$ cat src/rtl/fu_div_radix2.sv
// rtl/fu_div_radix2.sv - iterative RV32M DIV/DIVU/REM/REMU unit, restoring radix-2
// One quotient bit per cycle; divide-by-zero and signed overflow resolve at start.
module fu_div_radix2 (
  input  logic        clk,
  input  logic        rst,
  input  logic        EN,
  input  logic [1:0]  op,
  input  logic [31:0] A,
  input  logic [31:0] B,
  output logic        finish,
  output logic        busy,
  output logic [31:0] res
);

  typedef enum logic [1:0] {
    IDLE = 2'd0,
    CALC = 2'd1,
    DONE = 2'd2
  } state_t;

  state_t      state_q, state_d;
  logic [1:0]  op_q, op_d;
  logic        qneg_q, qneg_d;
  logic        rneg_q, rneg_d;
  logic [32:0] rem_q, rem_d;
  logic [31:0] quo_q, quo_d;
  logic [31:0] dvs_q, dvs_d;
  logic [31:0] res_q, res_d;
  logic [4:0]  cnt_q, cnt_d;

  // Start-cycle decode of the incoming operands
  logic        in_signed;
  logic        in_rem;
  logic [31:0] a_mag;
  logic [31:0] b_mag;
  logic        b_zero;
  logic        sgn_ovf;

  always_comb begin
    in_signed = ~op[0];
    in_rem    = op[1];
    a_mag     = (in_signed && A[31]) ? (32'd0 - A) : A;
    b_mag     = (in_signed && B[31]) ? (32'd0 - B) : B;
    b_zero    = (B == 32'd0);
    sgn_ovf   = in_signed && (A == 32'h8000_0000) && (B == 32'hFFFF_FFFF);
  end

  // One restoring step; the extra top bit makes the trial sign visible
  logic [33:0] rem_sh;
  logic [33:0] trial;
  logic        trial_ge;
  logic [32:0] rem_nx;
  logic [31:0] quo_nx;
  logic [31:0] quo_res;
  logic [31:0] rem_res;

  always_comb begin
    rem_sh   = {rem_q, quo_q[31]};
    trial    = rem_sh - {2'b00, dvs_q};
    trial_ge = ~trial[33];
    rem_nx   = trial_ge ? trial[32:0] : rem_sh[32:0];
    quo_nx   = {quo_q[30:0], trial_ge};
    quo_res  = qneg_q ? (32'd0 - quo_nx) : quo_nx;
    rem_res  = rneg_q ? (32'd0 - rem_nx[31:0]) : rem_nx[31:0];
  end

  always_comb begin
    state_d = state_q;
    op_d    = op_q;
    qneg_d  = qneg_q;
    rneg_d  = rneg_q;
    rem_d   = rem_q;
    quo_d   = quo_q;
    dvs_d   = dvs_q;
    res_d   = res_q;
    cnt_d   = cnt_q;

    case (state_q)
      IDLE: begin
        if (EN) begin
          op_d   = op;
          qneg_d = in_signed && (A[31] ^ B[31]);
          rneg_d = in_signed && A[31];
          dvs_d  = b_mag;
          if (b_zero) begin
            res_d   = in_rem ? A : 32'hFFFF_FFFF;
            state_d = DONE;
          end else if (sgn_ovf) begin
            res_d   = in_rem ? 32'd0 : 32'h8000_0000;
            state_d = DONE;
          end else begin
            rem_d   = 33'd0;
            quo_d   = a_mag;
            cnt_d   = 5'd0;
            state_d = CALC;
          end
        end
      end

      CALC: begin
        rem_d = rem_nx;
        quo_d = quo_nx;
        cnt_d = cnt_q + 5'd1;
        if (cnt_q == 5'd31) begin
          res_d   = op_q[1] ? rem_res : quo_res;
          state_d = DONE;
        end
      end

      DONE: begin
        state_d = IDLE;
      end

      default: begin
        state_d = IDLE;
      end
    endcase
  end

  always_ff @(posedge clk or negedge rst) begin
    if (!rst) begin
      state_q <= IDLE;
      op_q    <= 2'd0;
      qneg_q  <= 1'b0;
      rneg_q  <= 1'b0;
      rem_q   <= 33'd0;
      quo_q   <= 32'd0;
      dvs_q   <= 32'd0;
      res_q   <= 32'd0;
      cnt_q   <= 5'd0;
    end else begin
      state_q <= state_d;
      op_q    <= op_d;
      qneg_q  <= qneg_d;
      rneg_q  <= rneg_d;
      rem_q   <= rem_d;
      quo_q   <= quo_d;
      dvs_q   <= dvs_d;
      res_q   <= res_d;
      cnt_q   <= cnt_d;
    end
  end

  assign finish = (state_q == DONE);
  assign busy   = (state_q != IDLE);
  assign res    = res_q;

endmodule

$ cat config.mk
export PLATFORM = sky130hd
export DESIGN_NAME = fu_div_radix2
export DESIGN_NICKNAME = d
export VERILOG_FILES = /design/src/rtl/fu_div_radix2.sv
export SDC_FILE = /design/constraint.sdc
export NUM_CORES = 1
export LEC_CHECK = 0
export ABC_CLOCK_PERIOD_IN_PS = 7300
export BUFFER_PORTS_ARGS = -buffer_cell sky130_fd_sc_hd__buf_2
export CAP_MARGIN = 20
export CORE_ASPECT_RATIO = 0.8
export CORE_UTILIZATION = 45
export CTS_BUF_LIST = sky130_fd_sc_hd__clkbuf_8
export DETAILED_ROUTE_END_ITERATION = 10
export GPL_ROUTABILITY_DRIVEN = 0
export GPL_TIMING_DRIVEN = 0
export HOLD_SLACK_MARGIN = 0.05
export SETUP_SLACK_MARGIN = 0.1
export SYNTH_ARGS = -nofsm -noshare
export SYNTH_HDL_FRONTEND = slang
export SYNTH_SLANG_ARGS = --single-unit
$ cat constraint.sdc
create_clock -name clk -period 7.3 [get_ports clk]
set_clock_uncertainty 0.2 [all_clocks]
set_input_delay 0.365 -clock clk [delete_from_list [all_inputs] [get_ports clk]]
set_output_delay 0.365 -clock clk [all_outputs]
set_load 0.005 [all_outputs]
==> results_dict.tcl, run 1 <==
set metrics [dict create \
    row_count 51 \
    ff2ff_path_depth 23 \
    power.share.clock 0.094 \
    wl_per_cell_um 21.5 \
    avgSynthCellArea_um2 7.86 \
    cts_made_buffers 17 \
    ant_nets 0 \
    syn_area_um2 11500 \
    dp_hpwl_mm 32.6 \
    ir_drop_mv 0.279 \
    layout_min_cycle_time_ps 6780 \
    vias 12000 \
    tightest_slew_ps 937 \
    internal_power_w 0.00355 \
    clock-sinks 139 \
    fin_cells 1953 \
    setup_tns_ps 0 \
    max_freq_mhz 147 \
    die_y_um 145 \
    synth.area.top_cells "dfrtp_1 (30%), o21ai_0 (6.4%), xnor2_1 (5.4%)" \
    hold_path_class "primary input to flip-flop" \
    cts_buffer_depth 2 \
    dp.cells 1885 \
    cts_tree "yes" \
    maxCapViolations 0 \
    initial_core_util 0.466 \
    rsz0062_at_grt "no" \
    synth_cell_types 88 \
    worstSkewPairLatency_ps 500 \
    ys_ff_latch 139 \
    ys_warn_count 0 \
    yosysTopAreaCell "dfrtp_1" \
    clk_pin_slew_ps 90 \
    overflow 0 \
    r2r_end "res[28]" \
    grt_max_degree 81 \
    required_ps 7520 \
    cpPeakStageDelay_ps 660 \
    synth-async-reset-ratio 1.00 \
    swShare 0.542 \
    power.density_nw_per_um2 587 \
    worstSetupStartpointType "flip-flop" \
    hold_end "quo_q[4]" \
    synth_cells 1464 \
    synth_ff_type "dfrtp_1" \
    sequentialPowerShare 0.200 \
    area_growth_pct 15.0 \
    hold_viol_final 0 \
    min_from "A[4]" \
    drt-initial-drc-count 1279 \
    status "complete, no violations" \
    grt_pass1_wl_mm 64.5 \
    drive_above_1_share 0.118 \
    track_usage 0.322 \
    htree_levels 4 \
    hold_slack_ps 76.5 \
    drt_first_pass_iters 5 \
    r2r_start "dvs_q[1]" \
    die-area_um2 26200 \
    ctsResizeCount 0 \
    grt_pass1_vias 11100 \
    crit_arrival_ps 7010 \
    slowest_stage "a2111oi_4" \
    relSlewSlack 0.358 \
    ioPinCount 103 \
    viasPerCell 6.15 \
    io_buffers 102 \
    wl_mm 42.0 \
    synth_edf_count 0 \
    fin_crit_sh 0.929 \
    critical_path_class "flip-flop to flip-flop" \
    ys_seq_area_frac 0.302 \
    netlist.area_leader.share 0.302 \
    cp-end-kind "flip-flop" \
    final_nets 1730 \
    leakage_nw 5.35 \
    core_um2 24700 \
    die-width_um 181 \
    synth_fp_nets 1573 \
    power_frac_comb 0.706 \
    antenna_found_initial 1 \
    path_cells "inv_1 -> ha_1 -> nor2b_1 -> o2111ai_2 -> a2111oi_4 -> o31ai_2 -> a31oi_4 -> nor2_4 -> inv_2 -> buf_2 -> buf_2 -> buf_2 -> ha_1 -> nand2b_1 -> or2_2 -> or3_1 -> nand2b_1 -> nand2b_1 -> o31ai_1 -> xnor2_1 -> o22ai_1 -> a221o_1 -> a21oi_2" \
    r2r_slack_ps 520 \
    cts_root_buffer "clkbuf_8" \
    switchingPower_w 0.00421 \
    holdPathStages 4 \
    drc 0 \
    cp_max_fo 10 \
    maxSlewViolCount 0 \
    setup_viol 0 \
]
[final cells by class]
class | count | area, um^2
antenna | 1 | 2.50
fill | 2379 | 11500
timing repair buffer | 138 | 887
buffer | 81 | 333
clock inverter | 15 | 199
sequential | 139 | 3480
tap | 318 | 398
clock buffer | 17 | 234
multi-input combinational | 1187 | 7480
inverter | 57 | 214
[routing by layer]
metal	global-route usage	wire length [um]	vias to the layer above
li1	-	-	5623
met1	0.484	19900	5753
met4	0.104	1080	0
met2	0.448	17000	560
met5	0	0	-
met3	0.0725	4050	74
[cell families after synthesis]
logic type               after synthesis  synth area share
buffers and inverters                138            0.0475
XOR/XNOR                             139             0.106
flip-flops                           139             0.302
multiplexers                          34            0.0302
adder cells (fa/ha/maj)               40            0.0441
AO/OA/AOI/OAI                        468             0.260
AND/OR/NAND/NOR                      506             0.210
[how the worst max path moves through the flow]
stage                          from       to  slack [ps]  cells after the start
after global placement    rem_q[11]  res[28]         640                     23
after CTS                 rem_q[17]  res[28]         500                     23
after global routing       dvs_q[1]  res[28]         250                     23
final                      dvs_q[1]  res[28]         520                     23
after detailed placement  rem_q[17]  res[28]         620                     23
after floorplan           rem_q[11]  res[28]        1970                     23
[power by group through the flow]
stage          clock network, W  registers (W)  logic (W)
3_5_place_dp                  0        0.00155    0.00530
4_1_cts                0.000733        0.00154    0.00535
6_report               0.000731        0.00155    0.00548
3_3_place_gp                  0        0.00155    0.00525
2_1_floorplan                 0        0.00142    0.00391
5_1_grt                0.000759        0.00159    0.00600
[critical path: cells and delay by family, from the launching register on]
kind                     cells  cell delay, ps
adder cells (fa/ha/maj)      2             540
AO/OA/AOI/OAI                8            2390
buffers and inverters        5            1380
flip-flops                   1             360
AND/OR/NAND/NOR              7            1630
XOR/XNOR                     1             170
[cell usage after synthesis (5+ instances only)]
master,count
nor2_1,162
nand2_1,158
o21ai_0,148
dfrtp_1,139
a21oi_1,103
xnor2_1,71
xor2_1,68
clkbuf_1,61
inv_1,54
ha_1,39
o31ai_1,34
mux2i_1,28
nor3_1,26
o22ai_1,22
or3_1,21
nand3_1,19
nand4_1,19
o21ai_1,19
buf_2,17
nor4_1,17
nand2b_1,16
o211ai_1,16
a211oi_1,14
a21o_1,14
o41ai_1,14
a221o_1,12
a31oi_1,12
and3_1,11
and2_1,8
nor2b_1,8
or4_1,8
or2_2,7
mux2_2,6
o21a_1,6
a22o_1,5
o221ai_1,5
[flip-flops by register name (all words and copies together) (netlist names)]
| signal | count |
|---|---|
| rem_q | 33 |
| dvs_q | 32 |
| quo_q | 32 |
| res | 32 |
| cnt_q | 5 |
| state_q | 2 |
| op_q | 1 |
| qneg_q | 1 |
| rneg_q | 1 |
[per-stage QoR]
step | power [W] | cell area, um^2 | setup WS (ps) | utilization
final | 0.00776 | 13200 | 519 | 0.536
after global routing | 0.00835 | 13200 | 252 | 0.536
after CTS | 0.00762 | 13200 | 499 | 0.535
after detailed placement | 0.00685 | 12400 | 618 | 0.504
after global placement | 0.00680 | 12400 | 645 | 0.503
after floorplan | 0.00533 | 11500 | 1970 | -
[placed cells by master, fill, tap and decap left out, drive strengths merged, types with 6 or more instances in the layout]
cell	count
o21ai	168
mux2i	28
xor2	68
buf	126
dlygate4sd3	32
o22ai	23
o31ai	36
and3	11
a221o	12
a21o	14
dfrtp	139
or3	22
o41ai	15
nor2	164
a211oi	14
inv	59
o21a	6
or2	7
ha	39
mux2	6
clkbuf	78
nand3	19
or4	9
nand2	158
xnor2	71
o211ai	17
nand2b	16
nor4	18
nor2b	8
and2	8
a31oi	13
a21oi	105
nand4	20
nor3	27
[timing repair]
item                                    4_1_cts  5_1_grt
endpoints found under the setup margin        0        2
endpoints found under the hold margin        90        0
hold buffers                                 32        0
setup buffers                                 0        3
Note: power is estimated with default switching activity, not from simulation.
==> inputs of run 2 (changes only) <==
--- a/config.mk
+++ b/config.mk
@@ -6,12 +6,11 @@
 export NUM_CORES = 1
 export LEC_CHECK = 0
 export ABC_CLOCK_PERIOD_IN_PS = 7300
-export BUFFER_PORTS_ARGS = -buffer_cell sky130_fd_sc_hd__buf_2
 export CAP_MARGIN = 20
 export CORE_ASPECT_RATIO = 0.8
 export CORE_UTILIZATION = 45
-export CTS_BUF_LIST = sky130_fd_sc_hd__clkbuf_8
 export DETAILED_ROUTE_END_ITERATION = 10
+export DONT_BUFFER_PORTS = 1
 export GPL_ROUTABILITY_DRIVEN = 0
 export GPL_TIMING_DRIVEN = 0
 export HOLD_SLACK_MARGIN = 0.05
==> results_dict.tcl, run 2 (synthesis results as in run 1) <==
set metrics [dict create \
    layout_min_cycle_time_ps 6810 \
    ioPinCount 103 \
    antenna_found_initial 2 \
    worstSetupStartpointType "flip-flop" \
    clk_pin_slew_ps 70 \
    maxCapViolations 0 \
    pre_cts_slack_ps 601 \
    die_y_um 145 \
    initial_core_util 0.466 \
    wl_mm 42.2 \
    htree_levels 4 \
    ant_nets 0 \
    final_common_cell "nor2_1" \
    ir_drop_mv 0.301 \
    relSlewSlack 0.361 \
    viasPerCell 6.28 \
    vias 11800 \
    clock-sinks 139 \
    track_usage 0.326 \
    drc 0 \
    worstSkewPairLatency_ps 440 \
    required_ps 7470 \
    final_nets 1663 \
    cts_made_buffers 17 \
    hold_path_class "primary input to flip-flop" \
    regMostFlops "rem_q" \
    total_power_w 0.00785 \
    status "complete, no violations" \
    cp_max_fo 10 \
    final_cell_mix "nor2_1 (162), nand2_1 (158), o21ai_0 (148)" \
    ctsResizeCount 0 \
    antennaDiodeCount 0 \
    rsz0062_at_grt "no" \
    power.density_nw_per_um2 595 \
    critical_path_class "flip-flop to flip-flop" \
    seq_area_um2 3480 \
    overflow 0 \
    grt_pass1_wl_mm 65.1 \
    tightest_slew_ps 959 \
    num-fill-cells 2389 \
    hold_viol_final 0 \
    setup_viol 0 \
    drive_above_1_share 0.0568 \
    die-area_um2 26200 \
    drt-initial-drc-count 1369 \
    multi_input_area_um2 7480 \
    cts_tree "yes" \
    cts_buffer_depth 2 \
    maxSlewViolCount 0 \
    largest_reg_flops 33 \
    core_um2 24700 \
    grt_pass1_vias 11200 \
    dp_hpwl_mm 31.9 \
    io_buffers 0 \
    die-width_um 181 \
    cts_root_buffer "clkbuf_16" \
    wl_per_cell_um 22.4 \
    crit_arrival_ps 6980 \
    fin_cells 1884 \
    leakage_nw 5.17 \
    drt_first_pass_iters 5 \
    fin_crit_sh 0.933 \
    area_growth_pct 14.6 \
    max_freq_mhz 147 \
    post-route-worst-setup-slack_ps 491 \
    dp.cells 1782 \
    cp-end-kind "flip-flop" \
    setup_tns_ps 0 \
    grt_max_degree 140 \
    row_count 51 \
]
run 2: area by class of cell:
cell class,instances,area share
inverter,57,0.0162
clock inverter,10,0.00702
multi-input combinational,1187,0.567
clock buffer,21,0.0357
timing repair buffer,71,0.0548
buffer,81,0.0252
sequential,139,0.264
tap,318,0.0302
run 2: power breakdown:
part / internal [W] / switching (W)
clock network: 0.000493 / 0.000368
registers: 0.00115 / 0.000416
logic: 0.00199 / 0.00343
total: 0.00364 / 0.00421
run 2: metal layers:
| layer | routed length, um | vias to the layer above | share of wire | global-route usage |
|---|---|---|---|---|
| li1 | - | 5485 | - | - |
| met1 | 19500 | 5716 | 0.46 | 0.475 |
| met2 | 17400 | 566 | 0.41 | 0.464 |
| met3 | 4240 | 71 | 0.10 | 0.0861 |
| met4 | 1120 | 2 | 0.026 | 0.104 |
| met5 | 13 | - | 0.00031 | 0 |
run 2: what timing repair did:
action | CTS | global route
endpoints found under the hold margin | 212 | 0
hold buffers | 69 | 0
setup buffers | 0 | 2
setup endpoints to repair | 0 | 2
run 2: path summary, 6_finish.rpt:
check	slack, ps	depth (start not counted)	start	endpoint
max reg2reg	490	22	rem_q[0]	res[28]
max in group asynchronous	5800	2	rst	rem_q[2]
min reg2reg	280	2	dvs_q[2]	dvs_q[2]
min in group asynchronous	270	2	rst	dvs_q[8]
max	490	22	rem_q[0]	res[28]
min	60	3	B[17]	dvs_q[18]
run 2: worst max-delay path, cell delays in order (launching register included):
cell and delay [ps]:
dfrtp_1 480, ha_1 320, nor2b_1 250, o2111ai_2 260
a2111oi_4 680, o31ai_2 160, a31oi_4 420, nor2_4 90
inv_2 220, buf_2 330, buf_2 330, buf_2 350
ha_1 230, nand2b_1 70, or2_2 300, or3_1 360
nand2b_1 240, nand2b_1 330, o31ai_1 330, xnor2_1 200
o22ai_1 130, a221o_1 340, a21oi_2 100
run 2: stage by stage:
stage / area [um^2] / hold slack [ps] / utilization
2_1_floorplan: 11500 / -131 / -
3_3_place_gp: 11900 / -124 / 0.482
3_5_place_dp: 11900 / -117 / 0.482
4_1_cts: 13200 / 52.1 / 0.534
5_1_grt: 13200 / 61.4 / 0.534
6_report: 13200 / 58.2 / 0.534
